[config.mk]
export PLATFORM = sky130hd
export DESIGN_NAME = knn_ctrl
export DESIGN_NICKNAME = d
export VERILOG_FILES = /design/src/rtl/knn_ctrl.sv
export SDC_FILE = /design/constraint.sdc
export NUM_CORES = 1
export LEC_CHECK = 0
export BUFFER_PORTS_ARGS = -buffer_cell sky130_fd_sc_hd__buf_2
export CELL_PAD_IN_SITES_DETAIL_PLACEMENT = 0
export CELL_PAD_IN_SITES_GLOBAL_PLACEMENT = 2
export CORE_MARGIN = 2
export CORE_UTILIZATION = 36
export CTS_CLUSTER_DIAMETER = 150
export DETAILED_ROUTE_END_ITERATION = 16
export GPL_ROUTABILITY_DRIVEN = 0
export PLACE_DENSITY = 0.89
export SLEW_MARGIN = 20
export SYNTH_ARGS = -nofsm -noshare
export SYNTH_HDL_FRONTEND = slang
export SYNTH_SLANG_ARGS = --single-unit
[constraint.sdc]
create_clock -name clk -period 2.2 [get_ports clk]
set_input_delay 0.33 -clock clk [delete_from_list [all_inputs] [get_ports clk]]
set_output_delay 0.33 -clock clk [all_outputs]
set_load 0.005 [all_outputs]
[src/rtl/knn_ctrl.sv]
// knn_ctrl: iob native-bus slave driving knn_core enable/sample and returning
// a coherent lo-then-hi snapshot of its 2*DATA_W value.
`timescale 1ns/1ps
module knn_ctrl #(
    parameter int DATA_W = 32,
    parameter int ADDR_W = 2
) (
    input  logic                clk,
    input  logic                rst,
    input  logic                valid,
    input  logic [ADDR_W-1:0]   address,
    input  logic [DATA_W-1:0]   wdata,
    input  logic [DATA_W/8-1:0] wstrb,
    output logic [DATA_W-1:0]   rdata,
    output logic                ready,
    output logic                knn_enable,
    output logic                knn_sample,
    input  logic [2*DATA_W-1:0] knn_value
);

    localparam logic [1:0] A_CTRL   = 2'd0;
    localparam logic [1:0] A_LO     = 2'd1;
    localparam logic [1:0] A_HI     = 2'd2;
    localparam logic [1:0] A_STATUS = 2'd3;

    typedef enum logic [1:0] {S_IDLE, S_PULSE, S_WAIT} state_t;

    state_t              r_state;
    state_t              w_state_next;
    logic                r_ready;
    logic [DATA_W-1:0]   r_rdata;
    logic                r_enable;
    logic [2*DATA_W-1:0] r_snapshot;
    logic [DATA_W-1:0]   r_shadow_hi;
    logic                r_snap_valid;

    logic [1:0]          w_reg;
    logic                w_write;
    logic                w_busy;
    logic                w_stallable;
    logic                w_accept;
    logic                w_ctrl_wr;
    logic                w_lo_rd;
    logic                w_sample_req;
    logic                w_sample;
    logic                w_capture;
    logic [DATA_W-1:0]   w_rdata_next;
    logic                w_unused;

    assign w_reg        = address[1:0];
    assign w_write      = |wstrb;
    assign w_busy       = (r_state != S_IDLE);
    // STATUS reads and no-op accesses never stall; anything touching the sampler does.
    assign w_stallable  = w_write ? (w_reg == A_CTRL) : ((w_reg == A_LO) || (w_reg == A_HI));
    assign w_accept     = valid && !r_ready && !(w_stallable && w_busy);
    assign w_ctrl_wr    = w_accept && w_write && (w_reg == A_CTRL);
    assign w_lo_rd      = w_accept && !w_write && (w_reg == A_LO);
    assign w_sample_req = w_ctrl_wr && wdata[1];
    assign w_capture    = (r_state == S_WAIT);
    assign w_unused     = ^{address, wdata};

    always_ff @(posedge clk or negedge rst) begin
        if (!rst) begin
            r_state <= S_IDLE;
        end else begin
            r_state <= w_state_next;
        end
    end

    always_comb begin
        w_state_next = r_state;
        w_sample     = 1'b0;
        case (r_state)
            S_IDLE: begin
                if (w_sample_req) begin
                    w_state_next = S_PULSE;
                end
            end
            S_PULSE: begin
                w_sample     = 1'b1;
                w_state_next = S_WAIT;
            end
            S_WAIT: begin
                w_state_next = S_IDLE;
            end
            default: begin
                w_state_next = S_IDLE;
            end
        endcase
    end

    always_comb begin
        w_rdata_next = '0;
        if (!w_write) begin
            case (w_reg)
                A_LO:     w_rdata_next = r_snapshot[DATA_W-1:0];
                A_HI:     w_rdata_next = r_shadow_hi;
                A_STATUS: w_rdata_next = {{(DATA_W-3){1'b0}}, w_busy, r_snap_valid, r_enable};
                default:  w_rdata_next = '0;
            endcase
        end
    end

    always_ff @(posedge clk or negedge rst) begin
        if (!rst) begin
            r_ready <= 1'b0;
            r_rdata <= '0;
        end else begin
            r_ready <= w_accept;
            if (w_accept) begin
                r_rdata <= w_rdata_next;
            end
        end
    end

    // shadow_hi only moves on a VALUE_LO read, so a later sample cannot tear a lo/hi pair.
    always_ff @(posedge clk or negedge rst) begin
        if (!rst) begin
            r_enable     <= 1'b0;
            r_snapshot   <= '0;
            r_shadow_hi  <= '0;
            r_snap_valid <= 1'b0;
        end else begin
            if (w_ctrl_wr) begin
                r_enable <= wdata[0];
            end
            if (w_sample_req) begin
                r_snap_valid <= 1'b0;
            end else if (w_capture) begin
                r_snapshot   <= knn_value;
                r_snap_valid <= 1'b1;
            end
            if (w_lo_rd) begin
                r_shadow_hi <= r_snapshot[2*DATA_W-1:DATA_W];
            end
        end
    end

    assign rdata      = r_rdata;
    assign ready      = r_ready;
    assign knn_enable = r_enable;
    assign knn_sample = w_sample;

endmodule
**Word-level counts from Yosys, hierarchy flattened**

Index checks and enable logic that the tools add are counted.

- Add/sub/neg operators: 0
- Reductions and logical operators: 18
- Order comparisons: 0
- Multipliers: 0
- Bitwise gates (word level): 1
- Equal/unequal tests: 6
- Shift operators: 0
- Divide/modulo/power cells: 0
- Mux-type cells: 8

Operators with widths:

| kind | number |
|---|---|
| one-hot mux 32 bit (3 select lines) | 1 |
| two-way mux 32 bit | 1 |
| logical AND 1 bit | 8 |
| equality test 2 bit (second input constant) | 3 |
| equality test 2 x 1 -> 1 bit (second input constant) | 2 |
| zero test 2 bit | 2 |
| two-way mux 1 bit | 4 |
| one-hot mux 2 bit (2 select lines) | 1 |
| nonzero test 2 bit | 2 |
| OR reduction 4 bit | 1 |
| zero test 1 bit | 3 |
| two-way mux 2 bit | 1 |
| != test 2 bit (second input constant) | 1 |
| AND reduction 2 bit | 1 |
| logical OR 1 bit | 1 |
| NOT 1 bit | 1 |

- Input bits: 105
- RAM bits: 0
- Output and inout port bits: 35
- Flip-flop bits (word level): 133
- Logic and storage cells: 40
- Memories: 0
- Latch bits: 0
- ROM bits: 0

**Longest topological paths before layout**

Gate-level depths: netlist (run 1).

- Depth in word-level cells: 11
- Depth in mapped cells: 8
- Mapped depth without buffers: 6

**Worst setup path before layout (run 1)**

Ideal clock, no wire load.

- Kind: input to register
- Start: input port address[1]
- End: register r_shadow_hi[10]
- Library setup time: 0.125 ns
- Slack: 0.232 ns
- Buffers on the path: 3
- Data required time: 2.075 ns
- Cell stages on the path: 8
- Arrival: 1.843 ns
- Cell sequence: inv_1 -> ha_1 -> clkdlybuf4s25_1 -> inv_1 -> or3_1 -> buf_6 -> buf_12 -> mux2_4

- Longest elaborated chain between the ends: 8
- Elaborated cells between the ends (all ways): 10
- Classes of those cells: eq/ne (2); mux (1); reduce/logical (7)

Ends and longest elaborated chain:

| what | RTL line | RTL |
|---|---|---|
| from (decl) | 11 | `input logic [ADDR_W-1:0] address,` |
| equality test 2 x 1 -> 1 bit / equality test 2 bit (equally long branches) | 54, 57 |  |
| logical OR 1 bit | 54 | `assign w_stallable = w_write ? (w_reg == A_CTRL) : ((w_reg == A_LO) \|\| (w_reg == A_HI));` |
| two-way mux 1 bit | 54 |  |
| logical AND 1 bit | 55 | `assign w_accept = valid && !r_ready && !(w_stallable && w_busy);` |
| zero test 1 bit | 55 |  |
| logical AND 1 bit | 55 |  |
| logical AND 1 bit | 57 | `assign w_lo_rd = w_accept && !w_write && (w_reg == A_LO);` |
| logical AND 1 bit (*) | 57 |  |
| to (signal assigned) | 134 | `r_shadow_hi <= r_snapshot[2*DATA_W-1:DATA_W];` |
| to (decl) | 34 | `logic [DATA_W-1:0] r_shadow_hi;` |

Mark *: on every way between the ends. The rest lies on a longest branch, timed or not.
A chain may end at the register's enable or synchronous reset.

**Worst setup path after layout (run 1)**

- Start: register r_ready (netlist: ready)
- End: register r_shadow_hi[19]

- Longest elaborated chain between the ends: 5

Ends and longest elaborated chain:

| what | RTL line | RTL |
|---|---|---|
| from (decl) | 30 | `logic r_ready;` |
| from (signal assigned) | 109 | `r_ready <= w_accept;` |
| zero test 1 bit | 55 |  |
| logical AND 1 bit (2 in series) | 55 |  |
| logical AND 1 bit (2 in series) | 57 |  |

No other way between the ends.

==> impl_metrics.toml, run 1 <==
[layout]
nNetsFinal = 574
drive_gt1_share_pct = 54.3
postLayoutCoreUtil_pct = 46.8
synthToLayoutAreaGrowth_pct = 26.3
fin_cells = 661
diodes = 0

[setup_path]
slowest_delay_ns = 0.50
path_max_fanout = 19
cp.required_ns = 2.50
path_delay_family = "simple AND/OR/NAND/NOR gates"
end_kind = "register"
critPathKind = "reg2reg"
crit_arrival_ns = 2.15
crit_chain = "and2b_2, nand2_1, or3_2, buf_12, mux2_4"
start_kind = "register"
critical_path_buf_inv_count = 1
slowest_stage = "or3_2"

[die]
die-height_um = 127
die_area_mm2 = 0.0160
io-pin-count = 140
fp.dieW_um = 127
core_mm2 = 0.0146
start_util_pct = 37.1
rows = 44

[drt]
highest_layer = "met4"
wl_met3_um = 741
wl_per_cell_um = 17.7
drtIter0Drc = 244
route.met2.wl_um = 5610
via_count = 3373
wl_um = 11700
first_pass_iters = 4
wl_met1_um = 5170
drcViolationCount = 0
vias_per_cell = 5.10
ant_nets = 0

[clock_network]
clk_pin_slew_worst_paths_ns = 0.06
ctsHoldBuffers = 1
clk_path_buf_depth = 2
post_cts_buffers = 0
numCtsBuffers = 17
htreeDepth = 4
cts.sinks = 133
cts_root_buffer = "clkbuf_16"
clock_latency_ns = 0.42
cts_tree = "yes"
post_cts_resized = 0

[logic_synthesis]
yosys.area_share.adder_pct = 1.16
muxShareOfSynthArea_pct = 22.5
synth_compound_area_share_pct = 10.1
synth_top_area_share_pct = 61.5
synth_top_family_by_area = "multiplexers"
avgSynthCellArea_um2 = 15.6
synth_xor_area_share_pct = 0
seq_area_frac_synth_pct = 61.5
yosysTopAreaCell = "dfrtp_1"
synth-simple-area-share_pct = 1.53
synth_seq_cells = 133
syn_area_mm2 = 0.00541
syn-num-nets = 456
ys_warn_count = 0
ys_types = 26
synth_cells = 346
synth_area_leaders = "dfrtp_1, mux2_2, mux2_4"

[place]
place_inst = 628
port_buffers = 109
hpwl_um = 7600
dpl_worst_slack_ns = -0.00361

[flow_run]
drv_cap = 0

[power_and_ir_drop]
pwr_density_cell_mw_per_mm2 = 960
total_power_w = 0.00656
leakage_nw = 3.33
ir_drop_uv = 632

[sta]
timing.fmax_ghz = 0.541
setup_slack_ns = 0.350
relSlewSlack_pct = 69.9
fin_crit_sh_pct = 84.1
drv_slew = 0
rsz0062_at_grt = "no"
period_needed_ns = 1.85
finalHoldViolations = 0
final.setup_skew_ns = 0.00738
setup_viol = 0
worst_slew_pin_slew_ns = 0.451

[global_route]
grt.total_usage_pct = 15.8
grt_max_degree = 49
grt_pass1_wl_um = 19500
antenna_found_initial = 0
grt-ovfl-total = 0
grt_pass1_vias = 3662

[outcome]
status = "complete, no violations"

[min_path]
hp-class = "in2reg"
-- through the flow --
| stage | hold WS [ns] | setup TNS [ns] | area, um^2 |
|---|---|---|---|
| floorplan | 0.0344 | 0 | 5410 |
| global placement | 0.294 | 0 | 6240 |
| detailed placement | 0.298 | -0.00361 | 6240 |
| CTS | 0.118 | 0 | 6830 |
| global route | 0.121 | 0 | 6830 |
| finish | 0.140 | 0 | 6830 |
-- worst register-to-register path, stage by stage (launching register included) --
cell     delay, ns
dfrtp_1       0.37
and2b_2       0.27
nand2_1       0.07
or3_2         0.50
buf_12        0.21
mux2_4        0.32
-- cells by family (layout without fill, tap and decap cells) --
kind of cell	Yosys count	after routing
flip-flops	133	133
multiplexers	98	98
AO/OA/AOI/OAI	67	67
buffers and inverters	30	161
AND/OR/NAND/NOR	13	13
adder cells (fa/ha/maj)	5	5
-- path summary, 6_finish.rpt --
| path | to | startpoint | cells after the start | slack [ns] |
|---|---|---|---|---|
| min in group asynchronous | r_snapshot[49] | rst | 2 | 0.41 |
| setup reg to reg | r_shadow_hi[19] | ready | 5 | 0.35 |
| max in group asynchronous | r_snapshot[41] | rst | 3 | 1.19 |
| hold / removal | r_snapshot[58] | knn_value[58] | 2 | 0.14 |
| hold reg to reg | rdata[31] | rdata[31] | 1 | 0.48 |
| setup / recovery | r_shadow_hi[19] | ready | 5 | 0.35 |
-- cell usage after synthesis --
library cell / instances
clkdlybuf4s25_1: 1
buf_6: 1
nand2_1: 2
and3_2: 1
mux2_2: 67
and2b_2: 1
a221oi_1: 1
buf_1: 1
mux2i_1: 1
and3_1: 1
inv_1: 5
or4_4: 1
nor2_1: 1
buf_12: 3
o21ai_1: 1
o21ai_0: 1
o21bai_1: 1
dfrtp_1: 133
nor2b_1: 4
clkbuf_1: 19
a222oi_1: 2
o2bb2ai_1: 32
or3_1: 2
a22oi_1: 29
mux2_4: 30
ha_1: 5
-- routing by layer --
metal  GRT usage (%)  vias to the layer above
met5               0                        -
met4            6.33                        0
met3            5.27                       16
met2            24.3                       97
met1            20.7                     1743
li1                -                     1517
-- cell type report --
| cell class | instances | area (um^2) |
|---|---|---|
| tap | 184 | 230 |
| clock inverter | 14 | 151 |
| fill | 1271 | 7760 |
| multi-input combinational | 183 | 1930 |
| timing repair buffer | 124 | 742 |
| inverter | 5 | 18.8 |
| clock buffer | 18 | 429 |
| sequential | 133 | 3330 |
-- flip-flops by register name (all words and copies together), names as in the netlist --
register and flops:
knn_enable 1, r_shadow_hi 32, r_snap_valid 1, r_snapshot 64
r_state 2, rdata 32, ready 1
-- report_power, final --
part	internal [W]	switching, W	total [W]	leakage [nW]
combinational	0.000455	0.000261	0.000715	1.32
clock	0.00168	0.00109	0.00277	0.275
sequential	0.00286	0.000218	0.00307	1.73
-- placed cells by master (no fill, tap or decap), drive strengths merged --
master,count
a222oi,2
mux2i,1
or3,2
buf,123
and3,2
or4,1
nor2b,4
ha,5
o2bb2ai,32
clkbuf,18
a221oi,1
nor2,1
inv,9
dfrtp,133
and2b,1
nand2,2
clkinv,4
clkinvlp,4
o21ai,2
mux2,97
o21bai,1
dlygate4sd3,1
bufinv,2
a22oi,29
No activity file was read; power rests on OpenSTA's default activity.
==> run 2: changes to the inputs <==
- CORE_UTILIZATION: 36 -> 33
- PLACE_DENSITY: 0.89 -> 0.86
- clock period: 2.2 -> 1.55 ns (I/O delays scaled with it)
==> impl_metrics.toml, run 2 (synthesis results as in run 1) <==
[drt]
wl_per_cell_um = 16.9
vias_per_cell = 4.86
first_pass_iters = 5
wl_um = 11800
drcViolationCount = 0
ant_nets = 0
via_count = 3404
drtIter0Drc = 146

[clock_network]
cts_root_buffer = "clkbuf_16"
clock_latency_ns = 0.42
numCtsBuffers = 17
cts_tree = "yes"
clk_path_buf_depth = 2
htreeDepth = 4
post_cts_buffers = 0
cts.sinks = 133
clk_pin_slew_worst_paths_ns = 0.06

[setup_path]
path_max_fanout = 17
start_kind = "register"
crit_arrival_ns = 1.92
critPathKind = "reg2reg"
slowest_stage = "dfrtp_1"
crit_chain = "and2b_2, nand2_1, or3_4, buf_12, mux2_4"
critical_path_buf_inv_count = 1
end_kind = "register"
cp.required_ns = 1.85
path_delay_family = "simple AND/OR/NAND/NOR gates"
crit_cells = 5
r2r_cells = 5
slowest_delay_ns = 0.37

[layout]
top_register = "r_snapshot"
largest_reg_flops = 64
diodes = 0
layout_commonest_cell = "dfrtp_1"
postLayoutCoreUtil_pct = 45.5
nNetsFinal = 581
drive_gt1_share_pct = 61.2
layout_common_cells = "dfrtp_1, buf_2, mux2_2"
synthToLayoutAreaGrowth_pct = 34.2

[place]
hpwl_um = 8000
port_buffers = 109

[global_route]
grt_pass1_vias = 3721
grt_max_degree = 65
grt-ovfl-total = 0
antenna_found_initial = 0
grt_pass1_wl_um = 19800
grt.total_usage_pct = 14.6

[outcome]
violations = "setup timing"
status = "finished, violations left"

[die]
die-height_um = 132
rows = 46
die_area_mm2 = 0.0174
core_mm2 = 0.0159
start_util_pct = 33.9
fp.dieW_um = 132
io-pin-count = 140

[sta]
timing.fmax_ghz = 0.617
finalHoldViolations = 0
rsz0062_at_grt = "yes"
final.setup_skew_ns = 0.00747
fin_crit_sh_pct = 105
setup_slack_ns = -0.0711
relSlewSlack_pct = 72.7
worst_slew_pin_slew_ns = 0.409
finalSetupTns_ns = -2.83
period_needed_ns = 1.62
hold_ws_ns = 0.0437
drv_slew = 0
setup_viol = 64

[flow_run]
drv_cap = 0

[power_and_ir_drop]
ir_drop_uv = 778
leakage_nw = 3.47
pwr_density_cell_mw_per_mm2 = 1380

[min_path]
hp-class = "in2reg"
worstHoldPathCells = 2
## run 2: changes by cell type in the layout (fill, tap and decap cells not counted), moves of 3 or more
cell,delta
clkinv_4,+3
buf_12,+4
o2bb2ai_2,+30
o2bb2ai_1,-30
buf_4,+3
bufinv_16,+4
## run 2: area by class of cell
type,count,area [um^2]
fill,1449,8690
sequential,133,3330
multi-input combinational,183,2120
timing repair buffer,131,845
clock buffer,17,425
tap,216,270
clock inverter,15,253
inverter,5,18.8
## run 2: worst register-to-register path, cell delays in order, from the launching register on
cell     delay [ns]
dfrtp_1        0.37
and2b_2        0.22
nand2_1        0.06
or3_4          0.37
buf_12         0.18
mux2_4         0.31
## run 2: what timing repair did
item                       4_1_cts  5_1_grt
hold endpoints to repair        26        0
gates resized for setup          1        0
setup endpoints to repair       64       64
hold buffers                     1        0
gates cloned                     0        0
## run 2: worst paths after layout
| path | start | endpoint | slack [ns] |
|---|---|---|---|
| worst max-delay path | ready | r_shadow_hi[18] | -0.07 |
| worst min-delay path | knn_value[20] | r_snapshot[20] | 0.04 |
| worst max register to register | ready | r_shadow_hi[18] | -0.07 |
| worst min register to register | rdata[4] | rdata[4] | 0.49 |
| max in group asynchronous | rst | r_shadow_hi[7] | 0.67 |
| min in group asynchronous | rst | r_snapshot[60] | 0.24 |
## run 2: layer usage
layer  GRT usage (%)  vias to the layer above  routed length (um)
met5               0                        -                   0
met4            5.25                        0                 180
li1                -                     1533                   -
met3            4.50                       14                 753
met1            19.2                     1746                5430
met2            22.7                      111                5470
## run 2: metrics by stage
stage,cell area (um^2),cells,setup WS (ns),power (W)
2_1_floorplan,5650,346,-0.277,0.00507
3_3_place_gp,6570,667,-0.502,0.00545
3_5_place_dp,6570,667,-0.513,0.00552
4_1_cts,7260,700,-0.0760,0.0101
5_1_grt,7260,700,-0.123,0.0105
6_report,7260,700,-0.0711,0.0100
## run 2: power by group
| group | internal (W) | switching [W] | leakage [nW] |
|---|---|---|---|
| combinational | 0.000669 | 0.000408 | 1.42 |
| clock | 0.00303 | 0.00155 | 0.324 |
| sequential | 0.00405 | 0.000315 | 1.73 |
| total | 0.00775 | 0.00227 | 3.47 |
